[config.mk]
export PLATFORM = sky130hd
export DESIGN_NAME = sync_fifo
export DESIGN_NICKNAME = d
export VERILOG_FILES = /design/src/rtl/fifo_pkg.sv /design/src/rtl/fifo_mem.sv /design/src/rtl/sync_fifo.sv
export SDC_FILE = /design/constraint.sdc
export NUM_CORES = 1
export LEC_CHECK = 0
export ABC_CLOCK_PERIOD_IN_PS = 4800
export BUFFER_PORTS_ARGS = -buffer_cell sky130_fd_sc_hd__buf_2
export CAP_MARGIN = 10
export CELL_PAD_IN_SITES_DETAIL_PLACEMENT = 0
export CELL_PAD_IN_SITES_GLOBAL_PLACEMENT = 1
export CORE_ASPECT_RATIO = 1.1
export CORE_MARGIN = 2
export CORE_UTILIZATION = 44
export CTS_BUF_LIST = sky130_fd_sc_hd__clkbuf_4
export DETAILED_ROUTE_END_ITERATION = 8
export PLACE_DENSITY_LB_ADDON = 0.1
export SETUP_SLACK_MARGIN = 0.3
export SLEW_MARGIN = 20
export SYNTH_ARGS = -nofsm -noshare
export SYNTH_HDL_FRONTEND = slang
export SYNTH_SLANG_ARGS = --single-unit
[constraint.sdc]
create_clock -name clk -period 4.8 [get_ports clk]
set_input_delay 0.24 -clock clk [delete_from_list [all_inputs] [get_ports clk]]
set_output_delay 0.24 -clock clk [all_outputs]
set_load 0.1 [all_outputs]
[src/rtl/fifo_pkg.sv]
// Shared definitions for the single-clock FIFO family: read-mode selectors
// and the width of a fill-level counter that must be able to hold DEPTH itself.
package fifo_pkg;

  localparam int FIFO_STD  = 0;
  localparam int FIFO_FWFT = 1;

  function automatic int level_width(input int addr_bits);
    return addr_bits + 1;
  endfunction

endpackage

[src/rtl/fifo_mem.sv]
// DEPTH x DATA_WIDTH register file: synchronous write, asynchronous read.
module fifo_mem #(
  parameter int DATA_WIDTH = 8,
  parameter int ADDR       = 4
) (
  input  logic                  clk,
  input  logic                  we,
  input  logic [ADDR-1:0]       waddr,
  input  logic [DATA_WIDTH-1:0] wdata,
  input  logic [ADDR-1:0]       raddr,
  output logic [DATA_WIDTH-1:0] rdata
);

  logic [DATA_WIDTH-1:0] mem [2**ADDR];

  always_ff @(posedge clk) begin
    if (we) mem[waddr] <= wdata;
  end

  assign rdata = mem[raddr];

endmodule

[src/rtl/sync_fifo.sv]
// Single-clock FIFO with fill level, almost-full/empty thresholds, standard or
// first-word-fall-through read, synchronous flush and sticky error flags.
module sync_fifo
  import fifo_pkg::*;
#(
  parameter int DATA_WIDTH = 8,
  parameter int ADDR       = 4,
  parameter int FWFT       = FIFO_STD,
  parameter int AF_LEVEL   = (1 << ADDR) - 2,
  parameter int AE_LEVEL   = 2
) (
  input  logic                  clk,
  input  logic                  rst_n,
  input  logic                  flush,
  input  logic                  wr_en,
  input  logic [DATA_WIDTH-1:0] din,
  input  logic                  rd_en,
  output logic [DATA_WIDTH-1:0] dout,
  output logic                  full,
  output logic                  empty,
  output logic                  almost_full,
  output logic                  almost_empty,
  output logic [ADDR:0]         level,
  output logic                  overflow,
  output logic                  underflow
);

  localparam int DEPTH = 1 << ADDR;
  localparam int LW    = level_width(ADDR);

  if (AF_LEVEL < 1 || AF_LEVEL > DEPTH - 1) begin : g_af_range
    $error("sync_fifo: AF_LEVEL must lie in 1..DEPTH-1");
  end
  if (AE_LEVEL < 0 || AE_LEVEL > DEPTH - 1) begin : g_ae_range
    $error("sync_fifo: AE_LEVEL must lie in 0..DEPTH-1");
  end
  if (FWFT != FIFO_STD && FWFT != FIFO_FWFT) begin : g_mode_range
    $error("sync_fifo: FWFT must be FIFO_STD or FIFO_FWFT");
  end

  logic [ADDR-1:0]       wr_ptr, rd_ptr;
  logic [LW-1:0]         level_q;
  logic [DATA_WIDTH-1:0] dout_q, mem_rdata;
  logic                  wr_acc, rd_acc, mem_we;

  assign full         = (level_q == LW'(DEPTH));
  assign empty        = (level_q == '0);
  assign almost_full  = (level_q >= LW'(AF_LEVEL));
  assign almost_empty = (level_q <= LW'(AE_LEVEL));
  assign level        = level_q;

  // A read frees a slot in the same cycle, so a full FIFO still takes a write
  // when it is also being read.
  assign rd_acc = rd_en & ~empty;
  assign wr_acc = wr_en & (~full | rd_acc);
  assign mem_we = wr_acc & rst_n & ~flush;

  fifo_mem #(
    .DATA_WIDTH(DATA_WIDTH),
    .ADDR      (ADDR)
  ) u_mem (
    .clk  (clk),
    .we   (mem_we),
    .waddr(wr_ptr),
    .wdata(din),
    .raddr(rd_ptr),
    .rdata(mem_rdata)
  );

  always_ff @(posedge clk) begin
    if (!rst_n) begin
      wr_ptr    <= '0;
      rd_ptr    <= '0;
      level_q   <= '0;
      dout_q    <= '0;
      overflow  <= 1'b0;
      underflow <= 1'b0;
    end else if (flush) begin
      wr_ptr    <= '0;
      rd_ptr    <= '0;
      level_q   <= '0;
      overflow  <= 1'b0;
      underflow <= 1'b0;
    end else begin
      if (wr_acc) wr_ptr <= wr_ptr + ADDR'(1);
      if (rd_acc) begin
        rd_ptr <= rd_ptr + ADDR'(1);
        dout_q <= mem_rdata;
      end
      if (wr_acc && !rd_acc)      level_q <= level_q + LW'(1);
      else if (rd_acc && !wr_acc) level_q <= level_q - LW'(1);
      if (wr_en && !wr_acc) overflow  <= 1'b1;
      if (rd_en && empty)   underflow <= 1'b1;
    end
  end

  // FWFT presents the head word straight from the memory read mux.
  assign dout = (FWFT == FIFO_FWFT) ? mem_rdata : dout_q;

endmodule

Word level (Yosys, flattened, before mapping)
Memory sizes are Yosys's and may differ from the RTL's. A register that Yosys moved wholly into a read port is not among the register bits. Index checks and enable logic that the tools add are counted.

Latch bits: 0. Output and inout bits: 19. Memories: 1. ROM bits: 0. Bits of input ports: 13. Bits in writable memories: 128. Logic and storage cells: 37. Register bits after elaboration: 15.

Bitwise logic cells: 9. $lt $le $gt $ge: 2. Multiply operators: 0. Reductions and logical operators: 11. Add/subtract/negate cells: 4. Shift operators: 0. Multiplexer cells: 4. Divide/modulo/power cells: 0. Equality and inequality tests: 1.

Memory list: u_mem.mem (depth 16, bits a word 8, read ports 1, clocked after Yosys merged registers in 1, wr ports 1, RTL line fifo_mem.sv:14) `logic [DATA_WIDTH-1:0] mem [2**ADDR];`.

Operators by type and width (count): $mux W5 (2); $add A4 B1 Y4 const B (2); $add A5 B1 Y5 const B (1); $eq A5 B5 Y1 const B (1); $ge A5 B4 Y1 const B (1); $le A5 B2 Y1 const B (1); $logic_not A5 Y1 (1); $sub A5 B1 Y5 const B (1); $and A1 B1 Y1 (4); $logic_and A1 B1 Y1 (4); $not A1 Y1 (4); $logic_not A1 Y1 (3); $mux W1 (2); $reduce_and A2 Y1 (1); $reduce_bool A2 Y1 (1); $reduce_or A2 Y1 (1); $or A1 B1 Y1 (1).

Longest topological paths before layout
Gate-level depths: netlist (run 1).

Depth in word-level cells: 9. Depth in mapped cells: 11. Gate-level depth less buffers: 9.

Modules after synthesis
From an unflattened synthesis (run 1), not the netlist that was laid out.

Cells, all modules: 353. Area, all modules: 6134.6 um^2.

Modules (own cells, without submodules): fifo_mem (area an instance 4987.3 um^2, times used 1, cells each 221); sync_fifo (area an instance 1147.4 um^2, times used 1, cells each 132).

Worst setup path before layout (run 1)
OpenSTA, ideal clock, no wires.

Path kind: register to output. Start: reg level_q[4], in the netlist level[4]. End: out almost_empty. Arrival: 5.657 ns. Required time: 4.560 ns. Setup slack: -1.097 ns. Stages on the path, launching flop included: 3. Cell sequence: dfxtp_1 -> clkbuf_1 -> a2111oi_0.

Word-level cells in the longest chain between the ends: 1.

Ends and longest elaborated chain: start, declared (RTL line sync_fifo.sv:42) `logic [LW-1:0] level_q;`; start signal, assigned (RTL line sync_fifo.sv:90) `if (wr_acc && !rd_acc) level_q <= level_q + LW'(1);`; start signal, assigned (RTL line sync_fifo.sv:91) `else if (rd_acc && !wr_acc) level_q <= level_q - LW'(1);`; $le A5 B2 Y1 (RTL line sync_fifo.sv:49) `assign almost_empty = (level_q <= LW'(AE_LEVEL));`; end, declared (RTL line sync_fifo.sv:22) `output logic almost_empty,`.

Every way passes these cells.

Final worst setup path (run 1)
Start: reg level_q[0], in the netlist level[0]. End: reg level_q[4], in the netlist level[4].

Word-level cells in the longest chain between the ends: 8.

Ends and longest elaborated chain: $logic_not A5 Y1 (RTL line sync_fifo.sv:47) `assign empty = (level_q == '0);`; $not A1 Y1 (RTL line sync_fifo.sv:54) `assign rd_acc = rd_en & ~empty;`; $and A1 B1 Y1 (RTL line sync_fifo.sv:54); $or A1 B1 Y1 (RTL line sync_fifo.sv:55) `assign wr_acc = wr_en & (~full | rd_acc);`; $and A1 B1 Y1 (RTL line sync_fifo.sv:55); $logic_not A1 Y1 (RTL line sync_fifo.sv:91); $logic_and A1 B1 Y1 (RTL line sync_fifo.sv:91); $reduce_bool A2 Y1 (no source line).

Several ways; a longest one is shown, not always the timed one. The select of a mux whose other input is x is not followed. A chain may end at the register's enable or synchronous reset.

==> out/metrics.yaml, run 1 <==
p_int_mw: 1.966
grt_use_met1: 0.2326
cts_sinks: 151
place_inst: 539
synthArstFlopShare: 0
yosys.area.top_type: "edfxtp_1"
drt_iter0_markers: 171
slowest_stage: "or4_4"
viasPerCell: 5.171
synth-main-ff-cell: "edfxtp_1"
synth_warnings: 0
crit_type: "register to register"
ir_drop_mv: 0.1810
grt_pass1_vias: 3174
seqPwrFrac: 0.532
synthesis.area_um2: 6085
synth.most_common_cell: "edfxtp_1"
dp_hpwl_mm: 7.340
synth_area_leaders: "edfxtp_1, mux4_2, dfxtp_1, nor2_1, mux2i_1"
total_power_mw: 2.766
ios: 32
dieArea_um2: 14790
critPathMaxFanout: 10
setup_tns_ns: 0
ant_nets: 0
initial_core_util: 0.4447
final_util: 0.4924
vias: 2958
post-route-period-util: 0.6154
cts.clk_slew.worst_paths_ns: 0.13
synth_fp_nets: 357
hold_viol: 0
dr.pass1.iters: 4
coreArea_um2: 13680
critPathBufInv: 1
row_count: 45
finalSetupViolCount: 0
synth_top_area_frac: 0.6317
cpMostUsedCell: "mux2i_1"
avgRoutedWirePerCell_um: 20.72
power_frac_comb: 0.158
outcome: "completed"
worstSetupEndpointType: "register"
antenna_found_initial: 0
swShare: 0.2892
gp_congestion: 0.7783
port_buffers: 31
synth_seq_cells: 151
min_path_type: "input port to register"
timing.hold.ws_ns: 0.06736
die_h_um: 127.3
grt_max_degree: 35
met3_usage: 0.05835
cts_max_level: 4
grt_overflow: 0
crit_required_ns: 5.28
syn2layout_area_growth_pct: 10.71
fin_skew_ns: 0.01879
start_kind: "register"
grt_usage: 0.1798
clock.fmax_mhz: 338.6
crit_family: "simple AND/OR/NAND/NOR gates"
drive_gt1_frac: 0.2917
final_nets: 394
yosysSeqAreaShare: 0.7074
cts_buffers: 17
instances_no_fill: 572
cpPeakStageDelay_ns: 0.66
clock-root-buffer: "clkbuf_4"
maxSlewViolCount: 0
rsz0062_at_grt: "no"
switchingPower_mw: 0.8000
grt_pass1_wl_mm: 18.50
synthCells: 334
synth-edff-count: 128
antenna_cells: 0
cts_tree: "yes"
cts_buffer_depth: 2
p_leak_nw: 2.216
grtUsageMet2: 0.2917
route.detailed.drc: 0
dieWidth_um: 116.1
maxCapViolCount: 0
cts.repair.resized: 0
worst_pin_slew_ns: 0.9667
path_cells: "or4_4, o21ai_4, ha_1, inv_1, fa_1, a21o_1, a21oi_1, mux2i_1, mux2i_1"
cp.arrival_ns: 3.44
power_frac_clock: 0.311
max-slew-margin-rel: 0.3531
finalCriticalPeriod_ns: 2.954
drt_wl_total_mm: 11.85
powerDensity_nw_per_um2: 410.6
postSynthAreaPerCell_um2: 18.22
clk_latency_ns: 0.54
synth_cell_type_count: 36
busiest_layer: "met2"
synth_common_cells: "edfxtp_1, nor2_1, mux4_2, dfxtp_1, mux2i_1"
[registers in the layout (all words and copies together) (netlist names)]
| signal | cells |
|---|---|
| u_mem.mem | 128 |
| dout | 8 |
| level | 5 |
| rd_ptr | 4 |
| wr_ptr | 4 |
| overflow | 1 |
| underflow | 1 |
[area by class of cell]
| type | count | area, µm² |
|---|---|---|
| tap | 188 | 235.2 |
| fill | 1185 | 6945 |
| timing repair buffer | 34 | 180.2 |
| sequential | 151 | 4308 |
| clock inverter | 14 | 182.7 |
| multi-input combinational | 162 | 1677 |
| clock buffer | 18 | 135.1 |
| inverter | 5 | 18.77 |
[cells in the final DEF, fill, tap and decap left out, types with 2 or more instances in the layout]
| master | instances |
|---|---|
| bufinv_16 | 4 |
| nand2_1 | 9 |
| xnor2_1 | 3 |
| mux2i_1 | 13 |
| a21o_1 | 2 |
| inv_1 | 5 |
| edfxtp_1 | 128 |
| clkinv_4 | 2 |
| dfxtp_1 | 22 |
| o211ai_1 | 3 |
| and3_1 | 2 |
| nand3_1 | 3 |
| a221o_1 | 8 |
| mux2_2 | 7 |
| xor2_1 | 6 |
| buf_4 | 2 |
| nor2_1 | 44 |
| mux4_2 | 32 |
| ha_1 | 9 |
| clkinvlp_4 | 2 |
| a21oi_1 | 5 |
| nand2b_1 | 3 |
| buf_2 | 31 |
| clkbuf_4 | 18 |
| clkinv_2 | 6 |
[timing repair]
action	in CTS	in global routing
endpoints found under the setup margin	0	0
hold endpoints to repair	1	0
setup buffers	0	0
hold buffers	1	0
[power groups by stage]
stage | sequential (mW) | clock (mW) | combinational, mW
final | 1.47 | 0.859 | 0.436
after global routing | 1.48 | 0.935 | 0.464
after CTS | 1.47 | 0.882 | 0.442
after detailed placement | 1.50 | 0 | 0.440
after global placement | 1.50 | 0 | 0.437
after floorplan | 1.59 | 0 | 0.273
[metrics by stage]
step / area (µm²) / worst slack, ns
after detailed placement: 6406 / 1.821
after global routing: 6736 / 1.652
after global placement: 6406 / 1.925
after CTS: 6734 / 1.800
after floorplan: 6091 / 1.485
final: 6736 / 1.846
[metal layers]
metal  part of all wire  wire length (µm)  vias to the layer above
met2               0.50              5947                       67
met4             0.0079                94                        0
li1                   -                 -                     1387
met5                  0                 0                        -
met3              0.044               525                        6
met1               0.45              5284                     1498
[worst reg2reg max path: stages (launching register included)]
cell     delay (ns)
dfxtp_1        0.41
or4_4          0.66
o21ai_4        0.29
ha_1           0.22
inv_1          0.11
fa_1           0.41
a21o_1         0.19
a21oi_1        0.17
mux2i_1        0.23
mux2i_1        0.20
[path summary, 6_finish.rpt]
path / start / end / slack [ns] / cells after the start
setup / recovery: level[0] / level[4] / 1.85 / 9
hold / removal: din[0] / u_mem.mem[11][0] / 0.07 / 1
setup reg to reg: level[0] / level[4] / 1.85 / 9
hold reg to reg: overflow / overflow / 0.48 / 2
[logic make-up (layout without fill, tap and decap cells)]
| family | Yosys count | after routing | share of synthesized area |
|---|---|---|---|
| fa+ha+maj | 10 | 10 | 0.02180 |
| compound gates | 25 | 25 | 0.03887 |
| simple gates | 66 | 66 | 0.04812 |
| flops | 151 | 151 | 0.7074 |
| buf+inv | 21 | 71 | 0.01810 |
| mux | 52 | 52 | 0.1528 |
| xor+xnor | 9 | 9 | 0.01296 |
No activity file was read; power rests on OpenSTA's default activity.
==> run 2, diff against run 1 <==
--- a/config.mk
+++ b/config.mk
@@ -5,7 +5,7 @@
 export SDC_FILE = /design/constraint.sdc
 export NUM_CORES = 1
 export LEC_CHECK = 0
-export ABC_CLOCK_PERIOD_IN_PS = 4800
+export ABC_CLOCK_PERIOD_IN_PS = 3100
 export BUFFER_PORTS_ARGS = -buffer_cell sky130_fd_sc_hd__buf_2
 export CAP_MARGIN = 10
 export CELL_PAD_IN_SITES_DETAIL_PLACEMENT = 0
==> constraint.sdc (replaced) <==
create_clock -name clk -period 3.1 [get_ports clk]
set_input_delay 0.155 -clock clk [delete_from_list [all_inputs] [get_ports clk]]
set_output_delay 0.155 -clock clk [all_outputs]
set_load 0.1 [all_outputs]
==> out/metrics.yaml, run 2 (synthesis gave the netlist of run 1 again) <==
ios: 32
grt_pass1_wl_mm: 18.99
row_count: 45
fin_area_um2: 7014
busiest_layer: "met2"
drive_gt1_frac: 0.3366
setup_ws_ns: 0.4474
final_util: 0.5127
cp.arrival_ns: 3.13
clock.fmax_mhz: 377.0
grt_pass1_vias: 3312
post-route-period-util: 0.8557
cts_buffer_depth: 2
cts_max_level: 4
powerDensity_nw_per_um2: 614.6
clk_latency_ns: 0.55
placed_area_um2: 6574
min_path_type: "input port to register"
drt_iter0_markers: 226
coreArea_um2: 13680
route.detailed.drc: 0
instances_no_fill: 602
ir_drop_mv: 0.3046
syn2layout_area_growth_pct: 15.28
worstSetupEndpointType: "register"
grtUsageMet2: 0.3137
clock-root-buffer: "clkbuf_4"
start_kind: "register"
critPathMaxFanout: 7
path_cells: "or4_4, o21a_4, ha_2, inv_2, ha_1, a21o_1, a21oi_2, mux2i_1, mux2i_1"
setup_tns_ns: 0
rrSetupSlack_ns: 0.45
timing.hold.ws_ns: 0.05888
final_cell_mix: "edfxtp_1, nor2_1, mux4_2, buf_2, buf_4"
ant_nets: 0
final_common_cell: "edfxtp_1"
max-slew-margin-rel: 0.4931
met3_usage: 0.05408
vias: 3146
antenna_found_initial: 1
dieWidth_um: 116.1
dp_slack_ns: 0.2854
viasPerCell: 5.226
port_buffers: 31
fin_skew_ns: 0.01766
worst_pin_slew_ns: 0.7576
final_nets: 423
grt_use_met1: 0.2294
total_power_mw: 4.311
crit_required_ns: 3.58
die_h_um: 127.3
cpPeakStageDelay_ns: 0.61
cts_buffers: 17
top_register: "u_mem.mem"
dp_hpwl_mm: 7.556
finalCriticalPeriod_ns: 2.653
dr.pass1.iters: 4
initial_core_util: 0.4447
maxCapViolCount: 0
grt_usage: 0.1852
dieArea_um2: 14790
maxSlewViolCount: 0
grt_max_degree: 35
grt_overflow: 0
slowest_stage: "or4_4"
drt_wl_total_mm: 12.41
cts_tree: "yes"
outcome: "completed"
rsz0062_at_grt: "no"
cpMostUsedCell: "mux2i_1"
p_leak_nw: 2.361
avgRoutedWirePerCell_um: 20.61
place_inst: 556
gp_congestion: 0.7986
hold_viol: 0
largest_reg_flops: 128
cts_sinks: 151
finalSetupViolCount: 0
cts.clk_slew.worst_paths_ns: 0.12
crit_type: "register to register"
## run 2: changes by cell type in the layout (fill, tap and decap cells not counted), sizes merged
cell         previous run  this run
clkinv                  8         7
buf                    33        53
clkinvlp                2         1
dlygate4sd3             1        10
diode                   0         1
clkbuf                 18        20
## run 2: what timing repair did
| action | 4_1_cts | 5_1_grt |
|---|---|---|
| resized for setup | 0 | 2 |
| setup buffers | 1 | 2 |
| pin swaps | 1 | 1 |
| hold buffers | 10 | 0 |
| endpoints found under the hold margin | 132 | 0 |
| setup endpoints to repair | 1 | 1 |
## run 2: final cells by class
cell class	instances	area, µm²
Antenna cell	1	2.502
Multi-Input combinational cell	162	1695
Tap cell	188	235.2
Clock buffer	20	150.1
Inverter	5	18.77
Sequential cell	151	4322
Fill cell	1158	6668
Timing Repair Buffer	63	432.9
Clock inverter	12	157.7
## run 2: final timing paths
path | endpoint | cells after the start | startpoint
setup / recovery | level[4] | 9 | level[2]
hold / removal | level[4] | 4 | flush
setup reg to reg | level[4] | 9 | level[2]
hold reg to reg | overflow | 2 | overflow
## run 2: critical path, delay by kind of cell, from the launching register on
| kind | cells | cell delay (ns) |
|---|---|---|
| compound gates | 3 | 0.62 |
| fa+ha+maj | 2 | 0.45 |
| buf+inv | 1 | 0.10 |
| flops | 1 | 0.39 |
| mux | 2 | 0.41 |
| simple gates | 1 | 0.61 |
## run 2: power by group
part | switching (mW) | internal [mW] | leakage, nW
clock network | 0.652 | 0.652 | 0.167
registers | 0.0380 | 2.23 | 1.34
logic | 0.525 | 0.212 | 0.852
total | 1.22 | 3.10 | 2.36
## run 2: routing by layer
metal | up-vias | routed length [µm]
met3 | 12 | 406
met1 | 1627 | 5321
met4 | 0 | 188
met5 | - | 0
met2 | 57 | 6490
li1 | 1450 | -
==> run 3, diff against run 2 <==
--- a/config.mk
+++ b/config.mk
@@ -5,7 +5,7 @@
 export SDC_FILE = /design/constraint.sdc
 export NUM_CORES = 1
 export LEC_CHECK = 0
-export ABC_CLOCK_PERIOD_IN_PS = 3100
+export ABC_CLOCK_PERIOD_IN_PS = 2300
 export BUFFER_PORTS_ARGS = -buffer_cell sky130_fd_sc_hd__buf_2
 export CAP_MARGIN = 10
 export CELL_PAD_IN_SITES_DETAIL_PLACEMENT = 0
==> constraint.sdc (replaced) <==
create_clock -name clk -period 2.3 [get_ports clk]
set_input_delay 0.115 -clock clk [delete_from_list [all_inputs] [get_ports clk]]
set_output_delay 0.115 -clock clk [all_outputs]
set_load 0.1 [all_outputs]
==> out/metrics.yaml, run 3 (synthesis gave the netlist of run 1 again) <==
fin_area_um2: 7343
start_kind: "register"
final_cell_mix: "edfxtp_1, mux4_2, buf_2, nor2_1"
clock-root-buffer: "clkbuf_4"
route.detailed.drc: 0
total_power_mw: 5.802
antenna_found_initial: 1
final_nets: 433
dieArea_um2: 14790
crit_type: "register to register"
violations: "negative setup slack"
outcome: "complete, but fails checks"
drive_gt1_frac: 0.4113
cp.arrival_ns: 2.92
grt_usage: 0.1917
min_from: "flush"
maxCapViolCount: 0
initial_core_util: 0.4447
instances_no_fill: 612
vias: 3208
largest_reg_flops: 128
rsz0062_at_grt: "yes"
grt_max_degree: 23
worstSetupEndpointType: "register"
grt_overflow: 0
hold_viol: 0
avgRoutedWirePerCell_um: 20.58
grt_pass1_wl_mm: 19.85
finalSetupViolCount: 4
cts_tree: "yes"
ir_drop_mv: 0.7072
coreArea_um2: 13680
maxSlewViolCount: 0
clock.fmax_mhz: 410.5
drt_wl_total_mm: 12.60
cts_sinks: 151
powerDensity_nw_per_um2: 790.1
port_buffers: 31
clk_latency_ns: 0.55
dp_hpwl_mm: 8.233
grt_pass1_vias: 3403
cts_buffer_depth: 2
setup_tns_ns: -0.2733
row_count: 45
ant_nets: 0
place_inst: 560
viasPerCell: 5.242
p_leak_nw: 2.421
max-slew-margin-rel: 0.6100
ios: 32
finalCriticalPeriod_ns: 2.436
dieWidth_um: 116.1
min_path_type: "input port to register"
cts.clk_slew.worst_paths_ns: 0.11
top_register: "u_mem.mem"
timing.hold.ws_ns: 0.06599
dp_slack_ns: -0.1531
post-route-period-util: 1.059
final_util: 0.5367
setup_ws_ns: -0.1358
placed_area_um2: 6683
gp_congestion: 0.7298
final_common_cell: "edfxtp_1"
drt_iter0_markers: 220
cts_max_level: 4
syn2layout_area_growth_pct: 20.69
worst_pin_slew_ns: 0.5831
timing.critical_path.from: "level[0]"
critPathMaxFanout: 4
cts_buffers: 17
die_h_um: 127.3
crit_required_ns: 2.78
fin_skew_ns: 0.01534
dr.pass1.iters: 4
n_fill_cell: 1110
reg2reg_from: "level[0]"
[run 3: per-layer routing]
metal	vias to the layer above	routed length, µm	global-route usage
li1	1476	-	-
met1	1647	5402	0.2462
met2	68	6552	0.3199
met3	17	432	0.04175
met4	0	209	0.07353
met5	-	0	0
[run 3: area by class of cell]
type / count / area [µm²] / share of cell area
Multi-Input combinational cell: 162 / 1934 / 0.2634
Clock buffer: 24 / 180.2 / 0.02454
Antenna cell: 1 / 2.502 / 0.0003408
Sequential cell: 151 / 4322 / 0.5885
Inverter: 5 / 21.27 / 0.002897
Clock inverter: 8 / 60.06 / 0.008179
Timing Repair Buffer: 73 / 588.1 / 0.08008
Tap cell: 188 / 235.2 / 0.03203
[run 3: what timing repair did]
item                       4_1_cts  5_1_grt
hold endpoints to repair       131        0
pin swaps                        6        2
setup buffers                    8        1
hold buffers                    10        0
resized for setup               43        6
setup endpoints to repair       46      143
[run 3: worst max-delay path: stages (launching register included)]
cell,delay (ns)
dfxtp_4,0.35
or4_4,0.57
o21ai_4,0.17
ha_4,0.17
inv_4,0.05
fa_2,0.36
a21o_1,0.18
a21oi_2,0.12
mux2i_1,0.22
mux2i_1,0.19
[run 3: path summary, 6_finish.rpt]
path / slack, ns / endpoint / cells after the start
worst max-delay path: -0.14 / level[4] / 9
worst min-delay path: 0.07 / level[4] / 5
worst max register to register: -0.14 / level[4] / 9
worst min register to register: 0.49 / overflow / 2
[run 3: power breakdown]
group	switching [mW]	internal, mW	total [mW]	leakage [nW]
Clock	0.856	0.602	1.46	0.143
Combinational	0.823	0.486	1.31	0.937
Sequential	0.0290	3.01	3.04	1.34
